File: config.mk
export PLATFORM = sky130hd
export DESIGN_NAME = fetch_unit
export DESIGN_NICKNAME = d
export VERILOG_FILES = /design/src/rtl/fetch_unit.sv
export SDC_FILE = /design/constraint.sdc
export NUM_CORES = 1
export LEC_CHECK = 0
export BUFFER_PORTS_ARGS = -buffer_cell sky130_fd_sc_hd__buf_4
export CAP_MARGIN = 30
export CELL_PAD_IN_SITES_DETAIL_PLACEMENT = 1
export CELL_PAD_IN_SITES_GLOBAL_PLACEMENT = 2
export CORE_MARGIN = 2
export CORE_UTILIZATION = 39
export DETAILED_ROUTE_END_ITERATION = 10
export GPL_TIMING_DRIVEN = 1
export PLACE_DENSITY_LB_ADDON = 0.1
export SLEW_MARGIN = 10
export SYNTH_ARGS = -nofsm -noshare
export SYNTH_HDL_FRONTEND = slang
export SYNTH_SLANG_ARGS = --single-unit
File: constraint.sdc
create_clock -name clk -period 18.08 [get_ports clk]
set_input_delay 5.424 -clock clk [delete_from_list [all_inputs] [get_ports clk]]
set_output_delay 5.424 -clock clk [all_outputs]
set_load 0.05 [all_outputs]
File: src/rtl/fetch_unit.sv
// Instruction fetch front-end: single-outstanding memory requests into a prefetch queue,
// decoder handoff over valid/ready, branch redirect flush, and vectored interrupt entry.
module fetch_unit #(
    parameter int unsigned       WORD_W     = 12,
    parameter int unsigned       ADDR_W     = 2 * WORD_W,
    parameter int unsigned       DEPTH      = 4,
    parameter int unsigned       NUM_IRQ    = 24,
    parameter logic [ADDR_W-1:0] RESET_ADDR = '0,
    parameter logic [ADDR_W-1:0] VEC_BASE   = ADDR_W'('h000100),
    parameter int unsigned       VEC_STRIDE = 4
) (
    input  logic                       clk,
    input  logic                       rst,
    output logic                       mem_req,
    output logic [ADDR_W-1:0]          mem_addr,
    input  logic                       mem_ack,
    input  logic [WORD_W-1:0]          mem_rdata,
    output logic                       instr_valid,
    output logic [WORD_W-1:0]          instr_data,
    output logic [ADDR_W-1:0]          instr_addr,
    input  logic                       instr_ready,
    input  logic                       redirect_valid,
    input  logic [ADDR_W-1:0]          redirect_addr,
    input  logic [NUM_IRQ-1:0]         irq,
    input  logic [NUM_IRQ-1:0]         irq_mask,
    input  logic                       irq_enable,
    input  logic                       irq_return,
    output logic                       irq_taken,
    output logic [$clog2(NUM_IRQ)-1:0] irq_id,
    output logic [ADDR_W-1:0]          epc,
    output logic                       in_irq
);

    localparam int unsigned PTR_W = $clog2(DEPTH);
    localparam int unsigned ID_W  = $clog2(NUM_IRQ);
    localparam logic [PTR_W:0] FULL_CNT = (PTR_W + 1)'(DEPTH);

    logic [ADDR_W-1:0] r_fetch_pc;
    logic [ADDR_W-1:0] r_cons_pc;
    logic [ADDR_W-1:0] r_req_addr;
    logic [PTR_W:0]    r_count;
    logic              r_outstanding;
    logic              r_discard;
    logic [PTR_W-1:0]  r_head;
    logic [PTR_W-1:0]  r_tail;
    logic [WORD_W-1:0] r_q_data [DEPTH];
    logic [ADDR_W-1:0] r_q_addr [DEPTH];

    logic              r_in_irq;
    logic              r_irq_taken;
    logic [ID_W-1:0]   r_irq_id;
    logic [ADDR_W-1:0] r_epc;

    logic              w_mem_req;
    logic [ADDR_W-1:0] w_mem_addr;
    logic              w_accept;
    logic              w_push;
    logic              w_pop;
    logic              w_valid;
    logic [NUM_IRQ-1:0] w_irq_pend;
    logic [ID_W-1:0]   w_irq_id;
    logic              w_take;
    logic              w_flush;
    logic [ADDR_W-1:0] w_vec_addr;
    logic [ADDR_W-1:0] w_target;

    // A presented request stays up with its original address until acked, even across a
    // flush; r_outstanding marks that hold so a stale address is never swapped mid-request.
    assign w_mem_req  = ~rst & (r_outstanding | (r_count < FULL_CNT));
    assign w_mem_addr = r_outstanding ? r_req_addr : r_fetch_pc;
    assign w_accept   = w_mem_req & mem_ack;
    assign w_valid    = (r_count != '0);
    assign w_pop      = w_valid & instr_ready;

    assign w_irq_pend = irq & irq_mask;

    always_comb begin
        w_irq_id = '0;
        for (int unsigned i = NUM_IRQ; i > 0; i--) begin
            if (w_irq_pend[i-1]) w_irq_id = ID_W'(i - 1);
        end
    end

    assign w_take     = irq_enable & ~r_in_irq & ~redirect_valid & (|w_irq_pend);
    assign w_flush    = redirect_valid | w_take;
    assign w_vec_addr = VEC_BASE + ADDR_W'(w_irq_id) * ADDR_W'(VEC_STRIDE);
    assign w_target   = redirect_valid ? redirect_addr : w_vec_addr;
    assign w_push     = w_accept & ~r_discard & ~w_flush;

    always_ff @(posedge clk) begin
        if (rst) begin
            r_fetch_pc    <= RESET_ADDR;
            r_cons_pc     <= RESET_ADDR;
            r_req_addr    <= RESET_ADDR;
            r_count       <= '0;
            r_outstanding <= 1'b0;
            r_discard     <= 1'b0;
            r_head        <= '0;
            r_tail        <= '0;
            for (int unsigned i = 0; i < DEPTH; i++) begin
                r_q_data[i] <= '0;
                r_q_addr[i] <= '0;
            end
        end else begin
            r_outstanding <= w_mem_req & ~mem_ack;
            if (w_mem_req & ~mem_ack) r_req_addr <= w_mem_addr;

            if (w_accept) begin
                r_discard <= 1'b0;
            end else if (w_flush & w_mem_req) begin
                r_discard <= 1'b1;
            end

            if (w_flush) begin
                r_fetch_pc <= w_target;
            end else if (w_accept & ~r_discard) begin
                r_fetch_pc <= r_fetch_pc + 1'b1;
            end

            if (w_flush) begin
                r_cons_pc <= w_target;
            end else if (w_pop) begin
                r_cons_pc <= r_cons_pc + 1'b1;
            end

            if (w_flush) begin
                r_count <= '0;
                r_head  <= '0;
                r_tail  <= '0;
            end else begin
                if (w_push) begin
                    r_q_data[r_tail] <= mem_rdata;
                    r_q_addr[r_tail] <= w_mem_addr;
                    r_tail           <= r_tail + 1'b1;
                end
                if (w_pop) r_head <= r_head + 1'b1;
                unique case ({w_push, w_pop})
                    2'b10:   r_count <= r_count + 1'b1;
                    2'b01:   r_count <= r_count - 1'b1;
                    default: r_count <= r_count;
                endcase
            end
        end
    end

    always_ff @(posedge clk) begin
        if (rst) begin
            r_in_irq    <= 1'b0;
            r_irq_taken <= 1'b0;
            r_irq_id    <= '0;
            r_epc       <= '0;
        end else begin
            r_irq_taken <= w_take;
            if (w_take) begin
                r_in_irq <= 1'b1;
                r_irq_id <= w_irq_id;
                // A word handed to the decoder this cycle has already retired from fetch.
                r_epc    <= w_pop ? r_cons_pc + 1'b1 : r_cons_pc;
            end else if (irq_return) begin
                r_in_irq <= 1'b0;
            end
        end
    end

    assign mem_req     = w_mem_req;
    assign mem_addr    = w_mem_addr;
    assign instr_valid = w_valid;
    assign instr_data  = r_q_data[r_head];
    assign instr_addr  = r_q_addr[r_head];
    assign irq_taken   = r_irq_taken;
    assign irq_id      = r_irq_id;
    assign epc         = r_epc;
    assign in_irq      = r_in_irq;

endmodule

## Yosys cells after proc, flatten, opt, wreduce, memory -nomap -nowiden

Memory sizes are Yosys's and may differ from the RTL's. A register that Yosys moved wholly into a read port is not among the register bits.
Cells that the tools add are included.

| storage, ports and cells | value |
|---|---|
| flip-flop bits (word level) | 112 |
| bits in writable memories | 144 |
| input bits | 91 |
| memories | 2 |

| operators by class | value |
|---|---|
| add/sub/neg operators | 7 |
| $lt $le $gt $ge | 1 |
| eq/ne operators | 2 |
| muxes and demuxes | 49 |
| bitwise logic cells | 19 |
| reduce and logical (&&, ||, !) cells | 9 |

Memories:

| name | depth | bits a word | rd ports | clocked after memory_dff | wr ports | RTL line | RTL |
|---|---|---|---|---|---|---|---|
| r_q_addr | 4 | 24 | 1 | 1 | 4 | 47 | `logic [ADDR_W-1:0] r_q_addr [DEPTH];` |
| r_q_data | 4 | 12 | 1 | 1 | 4 | 46 | `logic [WORD_W-1:0] r_q_data [DEPTH];` |

Operators by type and width:

| operator | number |
|---|---|
| 24-bit two-way mux | 7 |
| 5-bit two-way mux | 24 |
| 24-bit by 1-bit adder with 24-bit output, second input constant | 2 |
| 24-bit OR reduction | 2 |
| 24-bit AND | 1 |
| 12-bit two-way mux | 1 |
| 2-bit two-way mux | 6 |
| 12-bit OR reduction | 1 |
| 9-bit by 7-bit adder with 10-bit output, first input constant | 1 |
| 1-bit AND | 10 |
| 1-bit two-way mux | 10 |
| 1-bit inverter | 6 |
| 3-bit case mux with 2 select lines | 1 |
| 2-bit nonzero test | 3 |
| 2-bit by 1-bit adder with 2-bit output, second input constant | 2 |
| 2-bit OR reduction | 2 |
| 3-bit by 1-bit adder with 3-bit output, second input constant | 1 |
| 3-bit less-than comparator, second input constant | 1 |
| 3-bit nonzero test | 1 |
| 3-bit by 1-bit subtractor with 3-bit output, second input constant | 1 |
| 2-bit by 1-bit equality test with 1-bit output, second input constant | 1 |
| 2-bit equality test, second input constant | 1 |
| 1-bit OR | 2 |

## Longest topological paths before layout

Gate-level depths: netlist (run 1).

| depth | value |
|---|---|
| depth in word-level cells | 28 |
| depth in mapped cells | 13 |

## Worst setup path before layout (run 1)

OpenSTA, ideal clock, no wires.

| timing | value |
|---|---|
| path kind | input port to output port |
| start point | input port rst |
| end point | output port mem_req |
| arrival time | 6.137 ns |
| data required time | 12.656 ns |
| setup slack | 6.519 ns |
| stages | 1 |
| cells stage by stage | nor2_1 |

| between the ends | value |
|---|---|
| word-level cells in the longest chain between the ends | 2 |

Ends and longest elaborated chain:

| what | RTL line | RTL |
|---|---|---|
| start, declared | 13 | `input logic rst,` |
| 1-bit inverter | 69 | `assign w_mem_req = ~rst & (r_outstanding \| (r_count < FULL_CNT));` |
| 1-bit AND | 69 |  |
| end, declared | 14 | `output logic mem_req,` |

Every way passes these cells.

## Final worst setup path (run 1)

Ends and elaborated chain as after synthesis.

==> summary.txt, run 1 <==
Status
  – Status: complete, no violations

Worst setup path
  – R2R cell count: 10
  – Worst path arrival time: between 6 and 7 ns
  – Worst R2R Start: r_outstanding
  – Most common cell on crit path: buf_4
  – Critical-path cell list: buf_4 -> nor2_1 -> buf_4
  – CP max-delay cell: buf_4
  – CP Class: in -> out
  – CP max stage delay: roughly 0.40 ns
  – Worst setup SP type: input port
  – Reg2reg setup slack: 13.93 ns
  – Type of destination of the critical path: output port
  – CP max FO: 44
  – WP data required: 12.66 ns
  – Reg-to-Reg End: r_q_data[0][6]

Synth
  – Post-Synth XOR/XNOR Area: 0.0253
  – Syn Area/Cell: 10.7 µm²
  – Library cells used by synthesis: roughly 60
  – Register area share after synthesis: 0.562
  – Largest family of logic cells by synthesized area: simple AND/OR/NAND/NOR gates
  – Synth Area in Compound Gates: 0.109
  – Synthesized net count: between 1k and 1.5k
  – Mux cell area share after synthesis: 0.0920
  – FFs w/ async S/R, synth: 0
  – Post-synth EDFFs: about 140
  – Synth warn: 0
  – Post-synth top area share: 0.368
  – Main synth FF type: edfxtp_1
  – Adder-Cell Fraction of Synth Area: 0.00489
  – Post-Synth Simple-Gate Area: 0.161
  – Area contributors post-synth: edfxtp_1, dfxtp_1, mux4_2
  – Cells after Synth: 1101
  – Synthesized area: around 12000 µm²
  – #FFs+latches synth: around 260
  – Yosys top cell by area: edfxtp_1

Global route
  – Antenna violations before repair: 0
  – Largest net degree at the start of global routing: 54
  – First-pass GRT wire length: 51.4 mm
  – Overflow after GRT: 0
  – Vias in the first global route: 9336
  – All-Layer GR Usage: 0.207

STA
  – Setup TNS Final: 0 ns
  – Final setup vio count: 0
  – Worst slew margin: 0.428
  – Worst Tran Pin Value: 0.858 ns
  – Fin crit share: 0.643
  – RSZ-0062 raised after global routing: no
  – F_max: 0.0860 GHz
  – Final min period: between 10 and 15 ns
  – Setup Skew: 0.0109 ns
  – Max-slew violation count: 0
  – Final hold violation count: 0

Routing
  – Starting DRT DRC Count: 385
  – Post-route ant nets: 0
  – Sum of routed wire length over all layers: 32.2 mm
  – Drt via density: 5.28
  – TritonRoute pass-1 iters: 7
  – Remaining DRCs: 0
  – Drt wl/cell: 19.1 µm
  – Vias: 8915

Clock tree
  – CTS max path bufs: 3
  – Clock slew at reported path FFs: approximately 0.06 ns
  – Hold_buf cts: 0
  – Worst skew pair latency: 0.56 ns
  – Postcts setup bufs: 0
  – Inserted Clock Buffers: 29
  – Cts repair resizes: 0
  – Clk root buf: clkbuf_16
  – Clk sinks: around 260
  – H-tree levels: 1
  – TritonCTS clock tree: yes

Floorplanning
  – Area of the core: between 20000 and 30000 µm²
  – Initial Utilization: 0.397
  – Chip Width: about 180 µm
  – DIE HEIGHT: about 180 µm
  – Die area: ~32000 µm²
  – I/O pins: 184
  – Row count: between 60 and 70

Hold path
  – Hold depth: 2
  – Hold Path Class: reg -> reg
  – Min-Delay Endpoint: irq_id[2]
  – Hold path start: irq_id[2]

Power and ir drop
  – Static Leakage: 5.74 nW
  – PD cells: 97.2 nW/µm²
  – Worst-case vdd ir drop: 0.0000724 V

Finish
  – # diodes: 0
  – Layout cell share with drive strength beyond 1: 0.246
  – # fillers: 3302
  – Area growth syn-to-layout: 23.6%
  – Design area: 14500 µm²
  – Most frequent cells in the layout: buf_4, nor2_1, edfxtp_1
  – Commonest non-fill, non-tap cell in the layout: buf_4
  – Nets: 1370

Placed design
  – Routability cong.: roughly 0.77
  – Placed Area: roughly 14000 µm²
  – DP HPWL: 21.8 mm
  – Count of input and output buffers: 183

Run
  – Max_cap viols: 0
[worst max path at each step]
stage                     depth (start not counted)  endpoint  slack (ns)  from
after CTS                                         3   mem_req        6.42   rst
after global placement                            3   mem_req        6.43   rst
after floorplan                                   1   mem_req        6.52   rst
final                                             3   mem_req        6.46   rst
after global routing                              3   mem_req        6.37   rst
after detailed placement                          3   mem_req        6.43   rst
[stage by stage]
step / utilization / std cells / hold WS, ns / worst slack, ns / total power [W]
after floorplan: - / 1101 / 0.444 / 6.52 / 0.000768
final: 0.491 / 1688 / 0.455 / 6.46 / 0.00141
after global routing: 0.491 / 1688 / 0.482 / 6.37 / 0.00146
after detailed placement: 0.458 / 1633 / 0.451 / 6.43 / 0.000832
after global placement: 0.457 / 1631 / 0.444 / 6.43 / 0.000829
after CTS: 0.491 / 1687 / 0.459 / 6.42 / 0.00143
[logic make-up after synthesis]
logic type / after synthesis
fa+ha+maj: 4
xor+xnor: 34
simple gates: 414
mux: 63
buf+inv: 136
flops: 258
compound gates: 192
[critical path: cells and delay by family]
family | cells | cell delay (ns)
and+or+nand+nor | 1 | 0.15
buffers and inverters | 2 | 0.62
[final cells by class]
class / count / area (µm²) / share of cell area
well taps: 390 / 488 / 0.0335
inverters: 74 / 278 / 0.0191
clock inverters: 15 / 164 / 0.0113
flip-flops and latches: 258 / 6610 / 0.454
repair buffers: 205 / 1550 / 0.107
multi-input cells: 707 / 4650 / 0.320
clock buffers: 39 / 803 / 0.0552
[sequential cells by signal, indices dropped and copies added, names as in the netlist, named ones only]
signal and flops:
irq_id 5, r_q_data 48, irq_taken 1, in_irq 1
r_discard 1, r_req_addr 24, r_cons_pc 24, r_tail 2
r_q_addr 96, r_outstanding 1, r_count 3, r_fetch_pc 24
epc 24, r_head 2
[power by group]
group          leakage, nW  internal, W  total, W  switching [W]
Clock                0.486     0.000355  0.000596       0.000242
Sequential            2.43     0.000643  0.000658      0.0000151
Combinational         2.83    0.0000554  0.000160       0.000105
Total                 5.74      0.00105   0.00141       0.000361
[per-layer routing]
layer | global-route usage | up-vias | routed length [µm]
met5 | 0 | - | 0
met4 | 0.0427 | 0 | 583
met3 | 0.0283 | 41 | 1350
met2 | 0.357 | 192 | 15800
met1 | 0.278 | 4383 | 14400
li1 | - | 4299 | -
[cells in the mapped netlist (3+ instances only)]
master	number
xnor2_1	21
buf_2	5
and4_1	7
ha_1	3
a22oi_1	16
mux4_2	36
nor2_2	18
dfxtp_1	114
o41ai_1	3
nor4_1	5
nand4_1	20
nand2b_1	20
nor2_1	150
o21ai_0	34
a221oi_1	5
and2_1	17
clkbuf_1	43
a31oi_1	8
nand2_1	122
buf_4	4
nor3_1	10
a211oi_1	43
buf_1	8
xor2_1	13
mux2i_1	26
a22o_1	7
and3_1	5
or3_1	4
o21a_1	5
a21oi_1	50
edfxtp_1	144
nand3_1	29
inv_1	72
No activity file was read; power rests on OpenSTA's default activity.
==> run 2, diff against run 1 <==
Settings changed: CORE_UTILIZATION 39 to 33.
Clock period 18.08 ns to 10.4 ns, I/O delays scaled along.
==> run 2 against run 1 <==
- register-to-register slack worse by 7.8 ns
- count of clock-buffer cells in the layout decreased by 6
- cell area rose by 0.60%
- largest power group unchanged
- wire length rose by 6.4%
- clock power grew 73%
- global-route usage decreased by 2.1 points
==> summary.txt, run 2 (synthesized netlist as in run 1, its figures left out) <==
Status
  – Status: complete, no violations (unchanged)

Worst setup path
  – Critical path depth in cells: 3 (unchanged)
  – R2R cell count: 11 (was 10)
  – Reg-to-Reg End: r_q_data[0][3] (was r_q_data[0][6])
  – CP max FO: 31 (was 44)
  – Worst setup SP type: input port (unchanged)
  – Largest delay share family, worst path: buffers and inverters (unchanged)
  – Type of destination of the critical path: output port (unchanged)
  – Worst path arrival time: 3.83 ns (was 6.20 ns)
  – Worst R2R Start: r_outstanding (unchanged)
  – Most common cell on crit path: buf_4 (unchanged)
  – Buf/Inv on CP: 2 (unchanged)
  – CP Class: in -> out (unchanged)
  – CP max-delay cell: buf_4 (unchanged)
  – WP data required: 7.28 ns (was 12.66 ns)
  – Critical-path cell list: buf_4 -> nor2_1 -> buf_4 (unchanged)
  – Reg2reg setup slack: 6.13 ns (was 13.93 ns)
  – CP max stage delay: 0.25 ns (was 0.40 ns)

STA
  – Final min period: about 6.9 ns
  – F_max: 0.144 GHz
  – Worst Tran Pin Value: 0.940 ns (was 0.858 ns)
  – Worst slew margin: 0.374 (was 0.428)
  – Setup Skew: 0.0172 ns (was 0.0109 ns)
  – Final hold slack: 0.469 ns (was 0.455 ns)
  – RSZ-0062 raised after global routing: no (unchanged)
  – Fin crit share: 0.668
  – Final hold violation count: 0 (unchanged)
  – Setup TNS Final: 0 ns (unchanged)
  – Final setup vio count: 0 (unchanged)
  – Max-slew violation count: 0 (unchanged)

Finish
  – # diodes: 0 (unchanged)
  – Layout cell share with drive strength beyond 1: 0.243 (was 0.246)
  – Nets: 1369 (was 1370)
  – Most flop-heavy register: r_q_addr (unchanged)
  – Most frequent cells in the layout: buf_4, nor2_1, edfxtp_1 (unchanged)
  – Commonest non-fill, non-tap cell in the layout: buf_4 (unchanged)
  – Area growth syn-to-layout: 24.4% (was 23.6%)
  – Biggest regs: r_q_addr x96, r_q_data x48 (unchanged)
  – Design area: 14600 µm² (was 14500 µm²)
  – Max FFs per register: 96 (unchanged)

Floorplanning
  – Die area: 37200 µm² (was 31600 µm²)
  – Initial Utilization: 0.333 (was 0.397)
  – Area of the core: 35300 µm² (was 29600 µm²)
  – I/O pins: 184 (unchanged)
  – Row count: 69 (was 63)
  – Chip Width: 193 µm (was 178 µm)
  – DIE HEIGHT: 193 µm (was 178 µm)

Placed design
  – Placed Area: 13700 µm² (was 13600 µm²)
  – DP HPWL: 23.6 mm (was 21.8 mm)
  – Count of input and output buffers: 183 (unchanged)
  – Routability cong.: 0.749 (was 0.766)

Routing
  – Sum of routed wire length over all layers: 34.3 mm (was 32.2 mm)
  – Post-route ant nets: 0 (unchanged)
  – Drt via density: 5.09 (was 5.28)
  – Drt wl/cell: 19.5 µm (was 19.1 µm)
  – Vias: 8940 (was 8915)
  – Remaining DRCs: 0 (unchanged)
  – Starting DRT DRC Count: 373 (was 385)
  – TritonRoute pass-1 iters: 5 (was 7)

Power and ir drop
  – Worst-case vdd ir drop: 0.000122 V (was 0.0000724 V)
  – PD cells: 168 nW/µm² (was 97.2 nW/µm²)
  – Static Leakage: 5.72 nW (was 5.74 nW)

Hold path
  – Min-Delay Endpoint: irq_id[2] (unchanged)
  – Hold path start: irq_id[2] (unchanged)
  – Hold Path Class: reg -> reg (unchanged)
  – Hold depth: 2 (unchanged)

Global route
  – First-pass GRT wire length: 53.7 mm (was 51.4 mm)
  – Antenna violations before repair: 0 (unchanged)
  – Overflow after GRT: 0 (unchanged)
  – Largest net degree at the start of global routing: 67 (was 54)
  – All-Layer GR Usage: 0.186 (was 0.207)
  – Vias in the first global route: 9502 (was 9336)

Clock tree
  – CTS max path bufs: 3 (unchanged)
  – Worst skew pair latency: 0.55 ns (was 0.56 ns)
  – Inserted Clock Buffers: 30 (was 29)
  – Hold_buf cts: 0 (unchanged)
  – Clock slew at reported path FFs: 0.06 ns (about the same)
  – Clk root buf: clkbuf_16 (unchanged)
  – Postcts setup bufs: 0 (unchanged)
  – H-tree levels: 1 (unchanged)
  – Clk sinks: 258 (unchanged)
  – Cts repair resizes: 0 (unchanged)
  – TritonCTS clock tree: yes (unchanged)

Run
  – Max_cap viols: 0 (unchanged)
==> run 2: cell types whose count changed in the layout (fill, tap and decap cells not counted), sizes merged <==
cell | previous run | this run
clkdlybuf4s15 | 1 | 0
clkinvlp | 0 | 3
clkbuf | 39 | 33
clkinv | 12 | 16
buf | 204 | 203
inv | 74 | 73
==> run 2: metal layers <==
layer / track usage / up-vias / share of wire
li1: - / 4282 / -
met1: 0.247 / 4468 / 0.45
met2: 0.327 / 161 / 0.50
met5: 0 / - / 0
met3: 0.0240 / 29 / 0.039
met4: 0.0308 / 0 / 0.012
==> run 2: cell type report <==
class,instances,area [µm²]
clock inverters,21,176
clock buffers,33,783
multi-input cells,707,4660
fillers,3917,20700
flip-flops and latches,258,6610
inverters,74,278
repair buffers,203,1550
well taps,461,577
==> run 2: how the worst max path moves through the flow <==
stage | start | end | slack [ns]
after detailed placement | rst | mem_req | 3.45
after floorplan | irq[0] | r_q_addr[1][0] | 2.90
final | rst | mem_req | 3.45
after global placement | irq[10] | r_q_data[0][2] | 3.35
after CTS | rst | mem_req | 3.45
after global routing | rst | mem_req | 3.39
==> run 2: report_power, final <==
| part | leakage (nW) | switching, W | internal, W | total (W) |
|---|---|---|---|---|
| combinational | 2.83 | 0.000184 | 0.0000968 | 0.000281 |
| sequential | 2.43 | 0.0000266 | 0.00112 | 0.00114 |
| clock | 0.463 | 0.000423 | 0.000611 | 0.00103 |
==> run 2: per-stage QoR <==
stage / worst slack [ns] / std cells / power [W] / utilization
5_1_grt: 3.39 / 1757 / 0.00255 / 0.414
4_1_cts: 3.45 / 1757 / 0.00249 / 0.414
3_3_place_gp: 3.35 / 1701 / 0.00145 / 0.386
2_1_floorplan: 2.90 / 1101 / 0.00134 / -
3_5_place_dp: 3.45 / 1703 / 0.00145 / 0.387
6_report: 3.45 / 1757 / 0.00246 / 0.414
==> run 2: tightest hold or removal path: stages, from the launching register on <==
cell	delay, ns
dfxtp_1	0.31
nand2_1	0.05
a21oi_1	0.05
==> run 3, diff against run 2 <==
Settings changed: ABC_AREA from default to 1, CORE_UTILIZATION 33 to 31.
Clock period 10.4 ns to 6.1 ns, I/O delays scaled along.
==> run 3 against run 2 <==
- sequential power grew 74%
- clock skew grew 0.00097 ns
- non-clock buffer count up 11
- largest power group unchanged
- clock power increased by 88%
- flip-flop and latch count stayed put
- synthesized area increased by 0.30%
- via count is 11% higher
- hold slack hardly changed
- critical path depth is 2 higher
==> summary.txt, run 3 <==
Routing
  – Vias: 9919 (was 8940)
  – Starting DRT DRC Count: 407 (was 373)
  – Remaining DRCs: 0 (unchanged)
  – Drt via density: 4.77 (was 5.09)
  – Drt wl/cell: 17.4 µm (was 19.5 µm)
  – TritonRoute pass-1 iters: 4 (was 5)
  – Post-route ant nets: 0 (unchanged)
  – Sum of routed wire length over all layers: 36.1 mm (was 34.3 mm)

Placed design
  – Routability cong.: 0.745 (was 0.749)
  – DP HPWL: 23.7 mm (was 23.6 mm)
  – Count of input and output buffers: 183 (unchanged)
  – Placement Setup Slack: 1.03 ns (was 3.45 ns)

Clock tree
  – H-tree levels: 1 (unchanged)
  – Cts repair resizes: 0 (unchanged)
  – Clk sinks: 258 (unchanged)
  – Postcts setup bufs: 0 (unchanged)
  – Clock slew at reported path FFs: 0.06 ns (about the same)
  – Hold_buf cts: 0 (unchanged)
  – TritonCTS clock tree: yes (unchanged)
  – CTS max path bufs: 3 (unchanged)
  – Inserted Clock Buffers: 31 (was 30)
  – Clk root buf: clkbuf_16 (unchanged)
  – Worst skew pair latency: 0.57 ns (was 0.55 ns)

STA
  – Worst slew margin: 0.374 (about the same)
  – Final min period: approximately 4.6 ns
  – Final hold slack: 0.469 ns (about the same)
  – Fin crit share: 0.754
  – Final setup vio count: 0 (unchanged)
  – F_max: ~0.22 GHz
  – Final hold violation count: 0 (unchanged)
  – Worst Tran Pin Value: 0.937 ns (was 0.940 ns)
  – Setup TNS Final: 0 ns (unchanged)
  – Setup Skew: 0.0182 ns (was 0.0172 ns)
  – RSZ-0062 raised after global routing: no (unchanged)
  – Setup WS post-layout: 1.50 ns (was 3.45 ns)
  – Max-slew violation count: 0 (unchanged)

Synth
  – Library cells used by synthesis: 43 (was 59)
  – Register area share after synthesis: 0.560 (was 0.562)
  – Post-synth EDFFs: 144 (unchanged)
  – Yosys top cell by area: edfxtp_1 (unchanged)
  – Main synth FF type: edfxtp_1 (unchanged)
  – Synth warn: 0 (unchanged)
  – Synthesized area: 11800 µm² (about the same)
  – Synthesized net count: 1463 (was 1196)
  – Area contributors post-synth: edfxtp_1, dfxtp_1, nor2_1 (was edfxtp_1, dfxtp_1, mux4_2)
  – Most frequent cell after synthesis: nor2_1 (unchanged)
  – FFs w/ async S/R, synth: 0 (unchanged)
  – Post-synth top cells: nor2_1, nand2_1, o21ai_0 (was nor2_1, edfxtp_1, nand2_1)
  – Syn Area/Cell: 8.63 µm² (was 10.7 µm²)
  – #FFs+latches synth: 258 (unchanged)
  – Post-synth top area share: 0.366 (was 0.368)
  – Cells after Synth: 1368 (was 1101)

Worst setup path
  – Worst setup SP type: input port (unchanged)
  – Type of destination of the critical path: output port (unchanged)
  – Most common cell on crit path: buf_4 (unchanged)
  – CP max-delay cell: buf_4 (unchanged)
  – CP max FO: 35 (was 31)
  – Worst path arrival time: 2.77 ns (was 3.83 ns)
  – CP max stage delay: 0.36 ns (was 0.25 ns)
  – WP data required: 4.27 ns (was 7.28 ns)
  – Critical-path cell list: buf_4 -> inv_2 -> o21ai_1 -> inv_1 -> buf_4 (was buf_4 -> nor2_1 -> buf_4)
  – CP Class: in -> out (unchanged)

Hold path
  – Hold Path Class: reg -> reg (unchanged)

Finish
  – Most flop-heavy register: r_q_addr (unchanged)
  – Nets: 1637 (was 1369)
  – Max FFs per register: 96 (unchanged)
  – Commonest non-fill, non-tap cell in the layout: nor2_1 (was buf_4)
  – Layout cell share with drive strength beyond 1: 0.224 (was 0.243)
  – Most frequent cells in the layout: nor2_1, buf_4, nand2_1 (was buf_4, nor2_1, edfxtp_1)
  – # diodes: 0 (unchanged)
  – Biggest regs: r_q_addr x96, r_q_data x48 (unchanged)
  – Area growth syn-to-layout: 26.3% (was 24.4%)

Floorplanning
  – Row count: 71 (was 69)
  – Initial Utilization: 0.314 (was 0.333)
  – Die area: 39600 µm² (was 37200 µm²)
  – DIE HEIGHT: 199 µm (was 193 µm)
  – Area of the core: 37600 µm² (was 35300 µm²)
  – Chip Width: 199 µm (was 193 µm)
  – I/O pins: 184 (unchanged)

Run
  – Max_cap viols: 0 (unchanged)

Status
  – Status: complete, no violations (unchanged)

Power and ir drop
  – Sw power: 0.00122 W (was 0.000634 W)
  – Static Leakage: 6.08 nW (was 5.72 nW)
  – Part of the power in registers: 0.440 (was 0.465)
  – Worst-case vdd ir drop: 0.000232 V (was 0.000122 V)
  – Sw Ratio: 0.270 (was 0.258)
  – Pint: 0.00329 W (was 0.00183 W)
  – Clock power frac: 0.429 (was 0.420)
  – PD cells: 303 nW/µm² (was 168 nW/µm²)
  – Comb power frac: 0.131 (was 0.114)

Global route
  – Vias in the first global route: 10.4k (was 9502)
  – First-pass GRT wire length: 57.1 mm (was 53.7 mm)
  – Largest net degree at the start of global routing: 77 (was 67)
  – All-Layer GR Usage: 0.184 (was 0.186)
  – Antenna violations before repair: 0 (unchanged)
  – Overflow after GRT: 0 (unchanged)
==> run 3: changes by cell type in the layout (fill, tap and decap cells not counted), sizes merged, moves of 20 or more <==
cell / before / now
o21ai: 34 / 169
nand2b: 20 / 0
nor2: 168 / 278
a211oi: 43 / 4
mux4: 36 / 0
mux2i: 26 / 1
o22ai: 1 / 58
nand2: 122 / 189
inv: 73 / 160
==> run 3: layout make-up <==
| type | instances | area [µm²] |
|---|---|---|
| Timing Repair Buffer | 214 | 1630 |
| Multi-Input combinational cell | 876 | 4340 |
| Inverter | 161 | 609 |
| Tap cell | 511 | 639 |
| Clock inverter | 12 | 155 |
| Fill cell | 4436 | 22700 |
| Clock buffer | 46 | 932 |
| Sequential cell | 258 | 6610 |
==> run 3: path summary, 6_finish.rpt <==
path,startpoint,end,slack [ns],depth (start not counted)
hold / removal,irq_id[4],irq_id[4],0.47,2
hold reg to reg,irq_id[4],irq_id[4],0.47,2
setup reg to reg,r_outstanding,r_q_addr[3][12],2.44,11
setup / recovery,rst,mem_req,1.50,5
==> run 3: kinds of logic (layout without fill, tap and decap cells) <==
group | after synthesis | in the layout | share of synthesized area
xor gates and xnor gates | 38 | 38 | 0.0282
buffers and inverters | 234 | 433 | 0.0756
muxes | 1 | 1 | 0.000848
AOI/OAI and AO/OA | 311 | 311 | 0.145
DFF | 258 | 258 | 0.560
adders and majority gates | 4 | 4 | 0.00488
and+or+nand+nor | 522 | 522 | 0.186
==> run 3: worst max-delay path, delay by kind of cell <==
kind | cells | cell delay [ns]
AOI/OAI and AO/OA | 1 | 0.16
buffers and inverters | 4 | 0.76
==> run 3: metal layers <==
layer | routed length, µm | track usage
met4 | 829 | 0.0467
met3 | 1170 | 0.0233
met2 | 17000 | 0.316
met5 | 0 | 0
met1 | 17100 | 0.246
==> run 3: power by group through the flow <==
stage                     sequential (W)  clock (W)  combinational [W]
after floorplan                  0.00204          0           0.000334
after global placement           0.00202          0           0.000596
after detailed placement         0.00202          0           0.000602
after CTS                        0.00198    0.00198           0.000603
after global routing             0.00199    0.00206           0.000648
final                            0.00198    0.00194           0.000593
==> run 3: metrics by stage <==
| stage | power [W] | instance area (µm²) | util | cells |
|---|---|---|---|---|
| floorplan | 0.00238 | 11800 | - | 1368 |
| global placement | 0.00261 | 13800 | 0.367 | 2019 |
| detailed placement | 0.00262 | 13800 | 0.368 | 2020 |
| CTS | 0.00457 | 14900 | 0.397 | 2078 |
| global route | 0.00470 | 14900 | 0.397 | 2078 |
| finish | 0.00451 | 14900 | 0.397 | 2078 |
